--- src/rtl/noc_pkg.sv ---
// Shared NoC definitions: flit type encoding, head-flit field offsets and packetizer states.
// The router decodes flits with the same package.
package noc_pkg;

  localparam int FLIT_TYPE_W   = 2;
  localparam int HEAD_DEST_LSB = 0;

  typedef enum logic [1:0] {
    FLIT_BODY = 2'b00,
    FLIT_HEAD = 2'b01,
    FLIT_TAIL = 2'b10,
    FLIT_RSVD = 2'b11
  } flit_type_e;

  // PKTZ_HEAD is kept for the credit-based variant; today it behaves as PKTZ_IDLE.
  typedef enum logic [1:0] {
    PKTZ_IDLE    = 2'b00,
    PKTZ_HEAD    = 2'b01,
    PKTZ_PAYLOAD = 2'b10
  } pktz_state_e;

  function automatic int head_src_lsb(input int addr_w);
    return addr_w;
  endfunction

  function automatic int head_len_lsb(input int addr_w);
    return 2 * addr_w;
  endfunction

endpackage

--- src/rtl/noc_flit_outreg.sv ---
// Valid/ready output pipeline register: loads when empty or draining, holds while stalled.
module noc_flit_outreg #(
  parameter int WIDTH = 32
) (
  input  logic             clk,
  input  logic             rst,
  input  logic             load_i,
  input  logic [WIDTH-1:0] data_i,
  input  logic             ready_i,
  output logic             can_load_o,
  output logic             valid_o,
  output logic [WIDTH-1:0] data_o
);

  logic             valid_q;
  logic [WIDTH-1:0] data_q;

  assign can_load_o = !valid_q || ready_i;
  assign valid_o    = valid_q;
  assign data_o     = data_q;

  always_ff @(posedge clk or posedge rst) begin
    if (rst) begin
      valid_q <= 1'b0;
      data_q  <= '0;
    end else if (can_load_o) begin
      valid_q <= load_i;
      if (load_i) data_q <= data_i;
    end
  end

endmodule

--- src/rtl/noc_packetizer.sv ---
// Local-port network interface: turns one descriptor plus payload words into a
// wormhole packet (HEAD, BODY..., TAIL) on a registered valid/ready link.
module noc_packetizer
  import noc_pkg::*;
#(
  parameter int                    FLIT_WIDTH = 32,
  parameter int                    ADDR_WIDTH = 4,
  parameter int                    LEN_WIDTH  = 4,
  parameter logic [ADDR_WIDTH-1:0] SRC_ID     = '0
) (
  input  logic                  clk,
  input  logic                  rst,
  input  logic                  msg_valid,
  output logic                  msg_ready,
  input  logic [ADDR_WIDTH-1:0] msg_dest,
  input  logic [LEN_WIDTH-1:0]  msg_len,
  input  logic                  pld_valid,
  output logic                  pld_ready,
  input  logic [FLIT_WIDTH-3:0] pld_data,
  output logic [FLIT_WIDTH-1:0] flit_out,
  output logic                  valid_out,
  input  logic                  ready_in,
  output logic                  len_err,
  output logic [15:0]           pkt_count
);

  localparam int SRC_LSB = head_src_lsb(ADDR_WIDTH);
  localparam int LEN_LSB = head_len_lsb(ADDR_WIDTH);

  pktz_state_e           state_q, state_d;
  logic [LEN_WIDTH-1:0]  rem_q, rem_d;
  logic                  len_err_q, len_err_d;
  logic [15:0]           pkt_count_q, pkt_count_d;
  logic                  can_load;
  logic                  load;
  logic [FLIT_WIDTH-1:0] flit_d;
  logic                  tail_xfer;

  noc_flit_outreg #(.WIDTH(FLIT_WIDTH)) u_outreg (
    .clk        (clk),
    .rst        (rst),
    .load_i     (load),
    .data_i     (flit_d),
    .ready_i    (ready_in),
    .can_load_o (can_load),
    .valid_o    (valid_out),
    .data_o     (flit_out)
  );

  always_comb begin
    state_d   = state_q;
    rem_d     = rem_q;
    len_err_d = 1'b0;
    load      = 1'b0;
    flit_d    = '0;
    msg_ready = 1'b0;
    pld_ready = 1'b0;
    case (state_q)
      PKTZ_PAYLOAD: begin
        pld_ready = can_load;
        if (pld_valid && can_load) begin
          load   = 1'b1;
          rem_d  = rem_q - LEN_WIDTH'(1);
          flit_d = {(rem_q == LEN_WIDTH'(1)) ? FLIT_TAIL : FLIT_BODY, pld_data};
          if (rem_q == LEN_WIDTH'(1)) state_d = PKTZ_IDLE;
        end
      end
      default: begin
        // Head is loaded straight from idle; the reserved encodings fall back here too.
        state_d   = PKTZ_IDLE;
        msg_ready = can_load && !rst;
        if (msg_valid && msg_ready) begin
          if (msg_len == '0) begin
            len_err_d = 1'b1;
          end else begin
            load    = 1'b1;
            rem_d   = msg_len;
            state_d = PKTZ_PAYLOAD;
            flit_d[FLIT_WIDTH-1 -: FLIT_TYPE_W]         = FLIT_HEAD;
            flit_d[HEAD_DEST_LSB +: ADDR_WIDTH]         = msg_dest;
            flit_d[SRC_LSB +: ADDR_WIDTH]               = SRC_ID;
            flit_d[LEN_LSB +: LEN_WIDTH]                = msg_len;
          end
        end
      end
    endcase
  end

  assign tail_xfer   = valid_out && ready_in &&
                       (flit_out[FLIT_WIDTH-1 -: FLIT_TYPE_W] == FLIT_TAIL);
  assign pkt_count_d = tail_xfer ? pkt_count_q + 16'd1 : pkt_count_q;

  always_ff @(posedge clk or posedge rst) begin
    if (rst) begin
      state_q     <= PKTZ_IDLE;
      rem_q       <= '0;
      len_err_q   <= 1'b0;
      pkt_count_q <= '0;
    end else begin
      state_q     <= state_d;
      rem_q       <= rem_d;
      len_err_q   <= len_err_d;
      pkt_count_q <= pkt_count_d;
    end
  end

  assign len_err   = len_err_q;
  assign pkt_count = pkt_count_q;

endmodule
--- config.mk ---
export PLATFORM = sky130hd
export DESIGN_NAME = noc_packetizer
export DESIGN_NICKNAME = d
export VERILOG_FILES = /design/src/rtl/noc_pkg.sv /design/src/rtl/noc_flit_outreg.sv /design/src/rtl/noc_packetizer.sv
export SDC_FILE = /design/constraint.sdc
export NUM_CORES = 1
export LEC_CHECK = 0
export BUFFER_PORTS_ARGS = -buffer_cell sky130_fd_sc_hd__buf_4
export CAP_MARGIN = 20
export CORE_ASPECT_RATIO = 1.4
export CORE_MARGIN = 4
export CORE_UTILIZATION = 45
export CTS_BUF_LIST = sky130_fd_sc_hd__clkbuf_16
export DETAILED_ROUTE_END_ITERATION = 8
export PLACE_DENSITY = 0.73
export SLEW_MARGIN = 10
export SYNTH_ARGS = -nofsm -noshare
export SYNTH_HDL_FRONTEND = slang
export SYNTH_SLANG_ARGS = --single-unit
export TNS_END_PERCENT = 50
--- constraint.sdc ---
create_clock -name clk -period 3.03 [get_ports clk]
set_clock_uncertainty 0.2 [all_clocks]
set_input_delay 0.1515 -clock clk [delete_from_list [all_inputs] [get_ports clk]]
set_output_delay 0.1515 -clock clk [all_outputs]
set_load 0.03 [all_outputs]
==> impl_metrics.toml, run 1 <==
[floorplan]
rows = 30
dieArea_sq_um = 6460
coreArea_sq_um = 4950
ios = 95
die_h_um = 93.5
floorplan.initialDensity = 0.474
die_w_um = 69.1

[logic_synthesis]
synth-main-ff-cell = "dfrtp_1"
ys_types = 36
async_reset_ff_frac = 1.00
synth_largest_area_cell = "dfrtp_1"
ys.warnings.count = 0
synth-seq-area-share = 0.586
synthTopCellsByCount = "dfrtp_1 (55), a22o_1 (30), nand2_1 (14)"
syn_inst = 186
synth_top_area_share = 0.586
synth_edf_count = 0
yosysMostFrequentCell = "dfrtp_1"
ys_ff_latch = 55
netlist_area_sq_um = 2350
postSynthAreaPerCell_sq_um = 12.6
synth_area_leaders = "dfrtp_1 (59%), a22o_1 (11%), xnor2_1 (4.1%)"
syn_nets = 232

[clock_tree]
htree_levels = 2
clk_pin_slew_ns = 0.07
post-cts-setup-buffers = 0
clk_latency_ns = 0.28
cts-root-buf = "clkbuf_16"
cts_buffer_depth = 2
cts-buffers-inserted = 5
numClockSinks = 55
cts_tree = "yes"

[timing]
clock.fmax_mhz = 388
tightest_slew_ns = 0.697
hold_viol = 0
slew_headroom = 0.534
period_share = 0.850
fin_setup_tns_ns = 0
finalCriticalPeriod_ns = 2.57
final-setup-viol-count = 0
rsz0062_at_grt = "false"
fin_ws_ns = 0.456
drv_slew = 0

[place]
routabilityCongestion = 0.809
dpl.hpwl_um = 4150
placed_area_sq_um = 3100
place_ws_ns = 0.965
portBuffers = 94

[global_routing]
antenna_found_initial = 0
grt.total_usage = 0.201
grt_max_degree = 56
grt_pass1_wl_um = 10500
grt_overflow = 0
grt_pass1_vias = 2059

[flow_run]
maxCapViolations = 0

[critical_path]
crit_path_frequent_cell = "dlygate4sd3_1"
endpoint_kind = "flop"
start_kind = "input port"
cp_cell_sequence = "dlygate4sd3_1 > buf_4 > nand2b_1 > nor4b_4 > a22o_1 > dlygate4sd3_1 > a21o_1"
slowest_delay_ns = 0.63
crit_arrival_ns = 2.59
cp_num_buf_inv = 3
path_max_fanout = 9
critPathKind = "in2reg"
crit_slowest_cell = "nor4b_4"
cp_data_required_time_ns = 3.05
cp_top_family = "buffers and inverters"

[detailed_routing]
drtPass1Iterations = 4
drt-initial-drc-count = 103
wl_per_cell_um = 16.3
drt_wl_total_um = 6310
antenna_left = 0
vias = 2029
via_per_inst = 5.24
drc = 0

[final_layout]
drive_gt1_frac = 0.347
stdcell_area_sq_um = 3650
finish.net_count = 368
antenna_cells = 0
area_delta_synth_final_pct = 55.4

[power]
p_leak_nw = 1.89
power_density_nw_per_um2 = 872
ir_drop_mv = 0.511

[hold_path]
hold_path.class = "in2reg"

[outcome]
status = "completed"
## cell families after synthesis
family	synth area share
buffers and inverters	0.0314
XOR/XNOR	0.0559
multiplexers	0.0128
adder cells (fa/ha/maj)	0.0160
AO/OA/AOI/OAI	0.161
flip-flops	0.586
AND/OR/NAND/NOR	0.137
## final cells by class
type	instances	area, sq um
fillers	367	1300
clock buffers	5	125
multi-input cells	118	900
repair buffers	137	1130
well taps	64	80.1
clock inverters	3	23.8
inverters	5	18.8
flip-flops and latches	55	1380
## what timing repair did
| action | in CTS | in global routing |
|---|---|---|
| gates resized for setup | 0 | 0 |
| hold buffers | 40 | 0 |
| endpoints found under the hold margin | 87 | 0 |
## final timing paths
kind | cells past startpoint | slack (ns) | from | to
max | 7 | 0.46 | rst | u_outreg.data_o[0]$_DFFE_PP0P_
min | 3 | 0.02 | msg_len[0] | rem_q[0]$_DFFE_PP0P_
max reg2reg | 4 | 0.59 | state_q[1]$_DFFE_PP0P_ | u_outreg.data_o[0]$_DFFE_PP0P_
min reg2reg | 1 | 0.28 | pkt_count[15]$_DFFE_PP0P_ | pkt_count[15]$_DFFE_PP0P_
max in group asynchronous | 4 | 1.75 | rst | u_outreg.data_o[29]$_DFFE_PP0P_
min in group asynchronous | 4 | 0.44 | rst | u_outreg.data_o[30]$_DFFE_PP0P_
## worst register-to-register path: stages (launching register included)
cell	delay (ns)
dfrtp_1	0.56
nor4b_4	0.73
a22o_1	0.23
dlygate4sd3_1	0.56
a21o_1	0.10
## metrics by stage
stage / total power [mW] / hold WS (ns) / utilization / std cells
floorplan: 2.03 / 0.0912 / - / 186
global placement: 2.54 / 0.175 / 0.626 / 339
detailed placement: 2.56 / 0.178 / 0.626 / 339
CTS: 3.19 / 0.00857 / 0.737 / 387
global route: 3.36 / 0.0418 / 0.737 / 387
finish: 3.19 / 0.0164 / 0.737 / 387
## layout by cell type, fill, tap and decap left out, drive strengths merged, types with 2 or more instances in the layout
master	n
buf	97
dfrtp	55
dlygate4sd3	40
a22o	30
nand2	14
xnor2	11
a21o	10
nor2	8
nand3	6
inv	6
clkbuf	5
xor2	4
nor4	4
and3	3
mux2i	3
ha	3
nor4b	3
nand2b	2
a21oi	2
nor3	2
clkinvlp	2
## sequential cells by signal (all words and copies together) (netlist names)
| register | count |
|---|---|
| pkt_count | 16 |
| u_outreg.valid_o | 1 |
| len_err | 1 |
| state_q | 1 |
| rem_q | 4 |
| u_outreg.data_o | 32 |
## report_power, final
part	total (mW)	switching, mW	internal (mW)
sequential	1.18	0.201	0.983
clock	0.566	0.256	0.309
combinational	1.44	0.827	0.609
## metal layers
layer | GRT usage | part of all wire
met1 | 0.248 | 0.40
met5 | 0 | 0
met2 | 0.352 | 0.53
met4 | 0.0603 | 0.011
met3 | 0.0419 | 0.051
(Power assumes the default switching activity.)
==> inputs of run 2 (changes only) <==
- clock period: 3.03 -> 2.65 ns (I/O delays scaled with it)
==> run 2 against run 1 <==
Effect of this change:
- cell count is 1.0% higher
- worst hold slack got worse by 0.0041 ns
- global-route usage grew 1.9 points
- clock-buffer cell count unchanged
- via count is 1.6% higher
- wire length is 6.1% higher
- cell area increased by 0.89%
- core utilization grew 0.66 points
- die area unchanged
- total power grew 14%
- setup slack lost 0.32 ns
- critical path type unchanged
==> impl_metrics.toml, run 2 (synthesis results as in run 1) <==
[timing]
final-setup-viol-count = 0
finalCriticalPeriod_ns = 2.51
fin_ws_ns = 0.138
period_share = 0.948
fin_setup_tns_ns = 0
hold_slack_ns = 0.0122
tightest_slew_ns = 0.551
drv_slew = 0
rsz0062_at_grt = "false"
hold_viol = 0
slew_headroom = 0.631
clock.fmax_mhz = 398

[detailed_routing]
maxUsedRoutingLayer = "met4"
via_per_inst = 5.27
wl_met1_um = 2650
wl_met2_um = 3630
wl_met3_um = 257
drt_wl_total_um = 6690
antenna_left = 0
drt-initial-drc-count = 154
drc = 0
wl_per_cell_um = 17.1
vias = 2062
drtPass1Iterations = 4

[place]
routabilityCongestion = 0.747
dpl.hpwl_um = 4230
placed_area_sq_um = 3120
place_ws_ns = 0.733
portBuffers = 94

[clock_tree]
clk_pin_slew_ns = 0.07
cts_tree = "yes"
cts-buffers-inserted = 5
htree_levels = 2
cts_buffer_depth = 2
numClockSinks = 55
cts-root-buf = "clkbuf_16"
clk_latency_ns = 0.29

[floorplan]
coreArea_sq_um = 4950
rows = 30
dieArea_sq_um = 6460
die_h_um = 93.5
die_w_um = 69.1
floorplan.initialDensity = 0.474
ios = 95

[power]
ir_drop_mv = 0.642
power_density_nw_per_um2 = 986
p_leak_nw = 1.91

[final_layout]
drive_gt1_frac = 0.347
area_delta_synth_final_pct = 56.8
layout_commonest_cell = "buf_4"
finish.net_count = 371
utilization = 0.744
num-fill-cells = 343
final_cell_mix = "buf_4 (98), dfrtp_1 (55), dlygate4sd3_1 (41)"
largest_reg_flops = 32
stdcell_area_sq_um = 3680

[critical_path]
crit_arrival_ns = 2.49
endpoint_kind = "flop"
start_kind = "input port"
path_max_fanout = 8
r2r_slack_ns = 0.14
cp_data_required_time_ns = 2.63
critPathKind = "in2reg"

[global_routing]
antenna_found_initial = 0
grt.total_usage = 0.219
grt_overflow = 0
grt_max_degree = 39
grt_pass1_vias = 2076
grt_pass1_wl_um = 11200

[outcome]
status = "completed"

[hold_path]
hold_path.class = "in2reg"

[flow_run]
maxCapViolations = 0
## run 2: cell types whose count changed in the layout (fill, tap and decap cells not counted), sizes merged
cell         previous run  this run
buf                    97        99
clkinv                  0         1
clkinvlp                2         1
diode                   0         1
dlygate4sd3            40        41
## run 2: repair_timing
| action | in CTS | in global routing |
|---|---|---|
| buffers inserted | 0 | 3 |
| hold buffers | 41 | 0 |
| setup endpoints to repair | 0 | 4 |
| hold endpoints to repair | 50 | 0 |
| resized for setup | 0 | 0 |
## run 2: critical path, stage by stage
cell	delay (ns)
dlygate4sd3_1	0.55
buf_4	0.15
or4_4	0.54
nor4b_4	0.18
a22o_1	0.23
dlygate4sd3_1	0.56
a21o_1	0.15
## run 2: final timing paths
path / start / to / depth (start not counted)
worst max-delay path: msg_len[0] / u_outreg.data_o[0]$_DFFE_PP0P_ / 7
worst min-delay path: msg_len[2] / rem_q[2]$_DFFE_PP0P_ / 4
worst max register to register: state_q[1]$_DFFE_PP0P_ / u_outreg.data_o[10]$_DFFE_PP0P_ / 5
worst min register to register: u_outreg.data_o[11]$_DFFE_PP0P_ / u_outreg.data_o[11]$_DFFE_PP0P_ / 1
max in group asynchronous: rst / rem_q[2]$_DFFE_PP0P_ / 4
min in group asynchronous: rst / pkt_count[5]$_DFFE_PP0P_ / 3
## run 2: report_power, final
part           leakage (nW)  internal [mW]  switching [mW]
Combinational          1.14          0.703           0.949
Clock                0.0710          0.345           0.285
Sequential            0.701           1.12           0.228
Total                  1.91           2.17            1.46
## run 2: area by class of cell
| class | instances | area [sq um] | area share |
|---|---|---|---|
| Clock buffer | 5 | 125 | 0.0340 |
| Multi-Input combinational cell | 118 | 900 | 0.244 |
| Inverter | 5 | 18.8 | 0.00509 |
| Tap cell | 64 | 80.1 | 0.0217 |
| Antenna cell | 1 | 2.50 | 0.000679 |
| Timing Repair Buffer | 140 | 1170 | 0.316 |
| Clock inverter | 3 | 16.3 | 0.00441 |
| Sequential cell | 55 | 1380 | 0.374 |
## run 2: through the flow
step	std cells	power (mW)
3_3_place_gp	340	2.91
2_1_floorplan	186	2.32
6_report	391	3.64
3_5_place_dp	340	2.93
5_1_grt	390	3.82
4_1_cts	389	3.62
## run 2: routing by layer
metal / global-route usage / vias up
li1: - / 956
met1: 0.264 / 1033
met2: 0.387 / 60
met3: 0.0430 / 13
met4: 0.0831 / 0
met5: 0 / -
==> inputs of run 3 (changes only) <==
- RECOVER_POWER: not set -> 50
==> run 3 against run 2 <==
Effect of this change:
- die area unchanged
- register-to-register slack about the same
- via count increased by 0.39%
- worst hold slack about the same
- maximum frequency about the same
- sequential share of layout area increased by 2.2 points
- first-iteration DRC count decreased by 23%
- critical endpoint unchanged
- non-clock buffer count unchanged
- largest power group unchanged
- critical path depth unchanged
- setup slack improved by 0.0022 ns
- wire length increased by 0.73%
- total power decreased by 6.1%
==> impl_metrics.toml, run 3 (synthesis results as in run 1) <==
[timing]
rsz0062_at_grt = "false"
finalCriticalPeriod_ns = 2.51
fin_setup_tns_ns = 0
slew_headroom = 0.369
period_share = 0.947
tightest_slew_ns = 0.946
hold_slack_ns = 0.0124
drv_slew = 0
clock.fmax_mhz = 398
final-setup-viol-count = 0
fin_ws_ns = 0.140
hold_viol = 0

[detailed_routing]
drc = 0
via_per_inst = 5.31
vias = 2070
drtPass1Iterations = 4
drt-initial-drc-count = 119
drt_wl_total_um = 6740
antenna_left = 0
wl_per_cell_um = 17.3

[hold_path]
worstHoldStart = "msg_len[2]"
whs_endpoint = "rem_q[2]$_DFFE_PP0P_"
hold_path.class = "in2reg"
holdPathStages = 4

[place]
place_ws_ns = 0.733
dpl.hpwl_um = 4230
routabilityCongestion = 0.747
portBuffers = 94
numPlacedInstances = 340

[global_routing]
grt_pass1_vias = 2076
grt.total_usage = 0.219
grt_overflow = 0
grt_max_degree = 39
antenna_found_initial = 0
grt_pass1_wl_um = 11200

[clock_tree]
cts-root-buf = "clkbuf_16"
cts-buffers-inserted = 5
numClockSinks = 55
clk_latency_ns = 0.29
clk_pin_slew_ns = 0.07
htree_levels = 2
cts_tree = "yes"
cts_buffer_depth = 2

[critical_path]
crit_path_frequent_cell = "dlygate4sd3_1"
r2r-start = "state_q[1]$_DFFE_PP0P_"
start_kind = "input port"
r2r-end = "u_outreg.data_o[10]$_DFFE_PP0P_"
cp_cell_sequence = "dlygate4sd3_1 > buf_4 > or4_4 > nor4b_4 > a22o_1 > dlygate4sd3_1 > a21o_1"
path_max_fanout = 8
endpoint_kind = "flop"
r2r_slack_ns = 0.15
reg2reg_depth = 5
startpoint = "msg_len[0]"
slowest_delay_ns = 0.56
critPathKind = "in2reg"
crit_slowest_cell = "dlygate4sd3_1"
crit_arrival_ns = 2.49
cp_data_required_time_ns = 2.63

[final_layout]
area_delta_synth_final_pct = 47.9
layout_commonest_cell = "dfrtp_1"
multiInputGateArea_sq_um = 900
final_cell_count_no_fill = 390
final_cell_mix = "dfrtp_1 (55), clkbuf_1 (51), buf_4 (47)"
finish.net_count = 371
num-fill-cells = 404
drive_gt1_frac = 0.187
ff_latch_area_sq_um = 1380
utilization = 0.702
antenna_cells = 0
largest_reg_flops = 32

[outcome]
status = "completed"

[flow_run]
maxCapViolations = 0

[floorplan]
floorplan.initialDensity = 0.474
die_w_um = 69.1
ios = 95
rows = 30
coreArea_sq_um = 4950
dieArea_sq_um = 6460
die_h_um = 93.5

[power]
power_density_nw_per_um2 = 982
ir_drop_mv = 0.581
p_leak_nw = 1.71
[run 3: worst max path at each step]
| stage | depth (start not counted) | slack (ns) | endpoint |
|---|---|---|---|
| 3_5_place_dp | 4 | 0.73 | rem_q[2]$_DFFE_PP0P_ |
| 6_report | 7 | 0.14 | u_outreg.data_o[0]$_DFFE_PP0P_ |
| 4_1_cts | 8 | 0.04 | u_outreg.data_o[0]$_DFFE_PP0P_ |
| 3_3_place_gp | 4 | 0.73 | rem_q[2]$_DFFE_PP0P_ |
| 5_1_grt | 5 | 0.05 | u_outreg.data_o[10]$_DFFE_PP0P_ |
| 2_1_floorplan | 5 | 0.70 | u_outreg.data_o[15]$_DFFE_PP0P_ |
[run 3: metrics by stage]
step           instance area (sq um)  total power, mW
2_1_floorplan                   2350             2.32
3_3_place_gp                    3120             2.91
3_5_place_dp                    3120             2.93
4_1_cts                         3670             3.62
5_1_grt                         3480             3.59
6_report                        3480             3.41
[run 3: layer usage]
layer,track usage,routed length (um)
met1,0.264,2720
met5,0,0
met3,0.0430,250
met4,0.0831,156
met2,0.387,3610
[run 3: what timing repair did]
item,CTS,global route
gates resized for setup,0,0
hold buffers,41,0
endpoints found under the hold margin,50,0
endpoints found under the setup margin,0,4
buffers inserted,0,3
[run 3: cell type report]
type,instances,area share
Clock buffer,5,0.0360
Clock inverter,3,0.00468
Multi-Input combinational cell,118,0.259
Timing Repair Buffer,140,0.276
Inverter,5,0.00540
Tap cell,64,0.0230
Sequential cell,55,0.396
[run 3: where the power goes]
group	switching (mW)	internal, mW	total [mW]
registers	0.223	1.12	1.35
logic	0.951	0.485	1.44
clock network	0.285	0.345	0.630
total	1.46	1.95	3.41
[run 3: worst max-delay path: cells and delay by family]
| kind | cells | cell delay, ns |
|---|---|---|
| AO/OA/AOI/OAI | 2 | 0.38 |
| buffers and inverters | 3 | 1.26 |
| AND/OR/NAND/NOR | 2 | 0.72 |
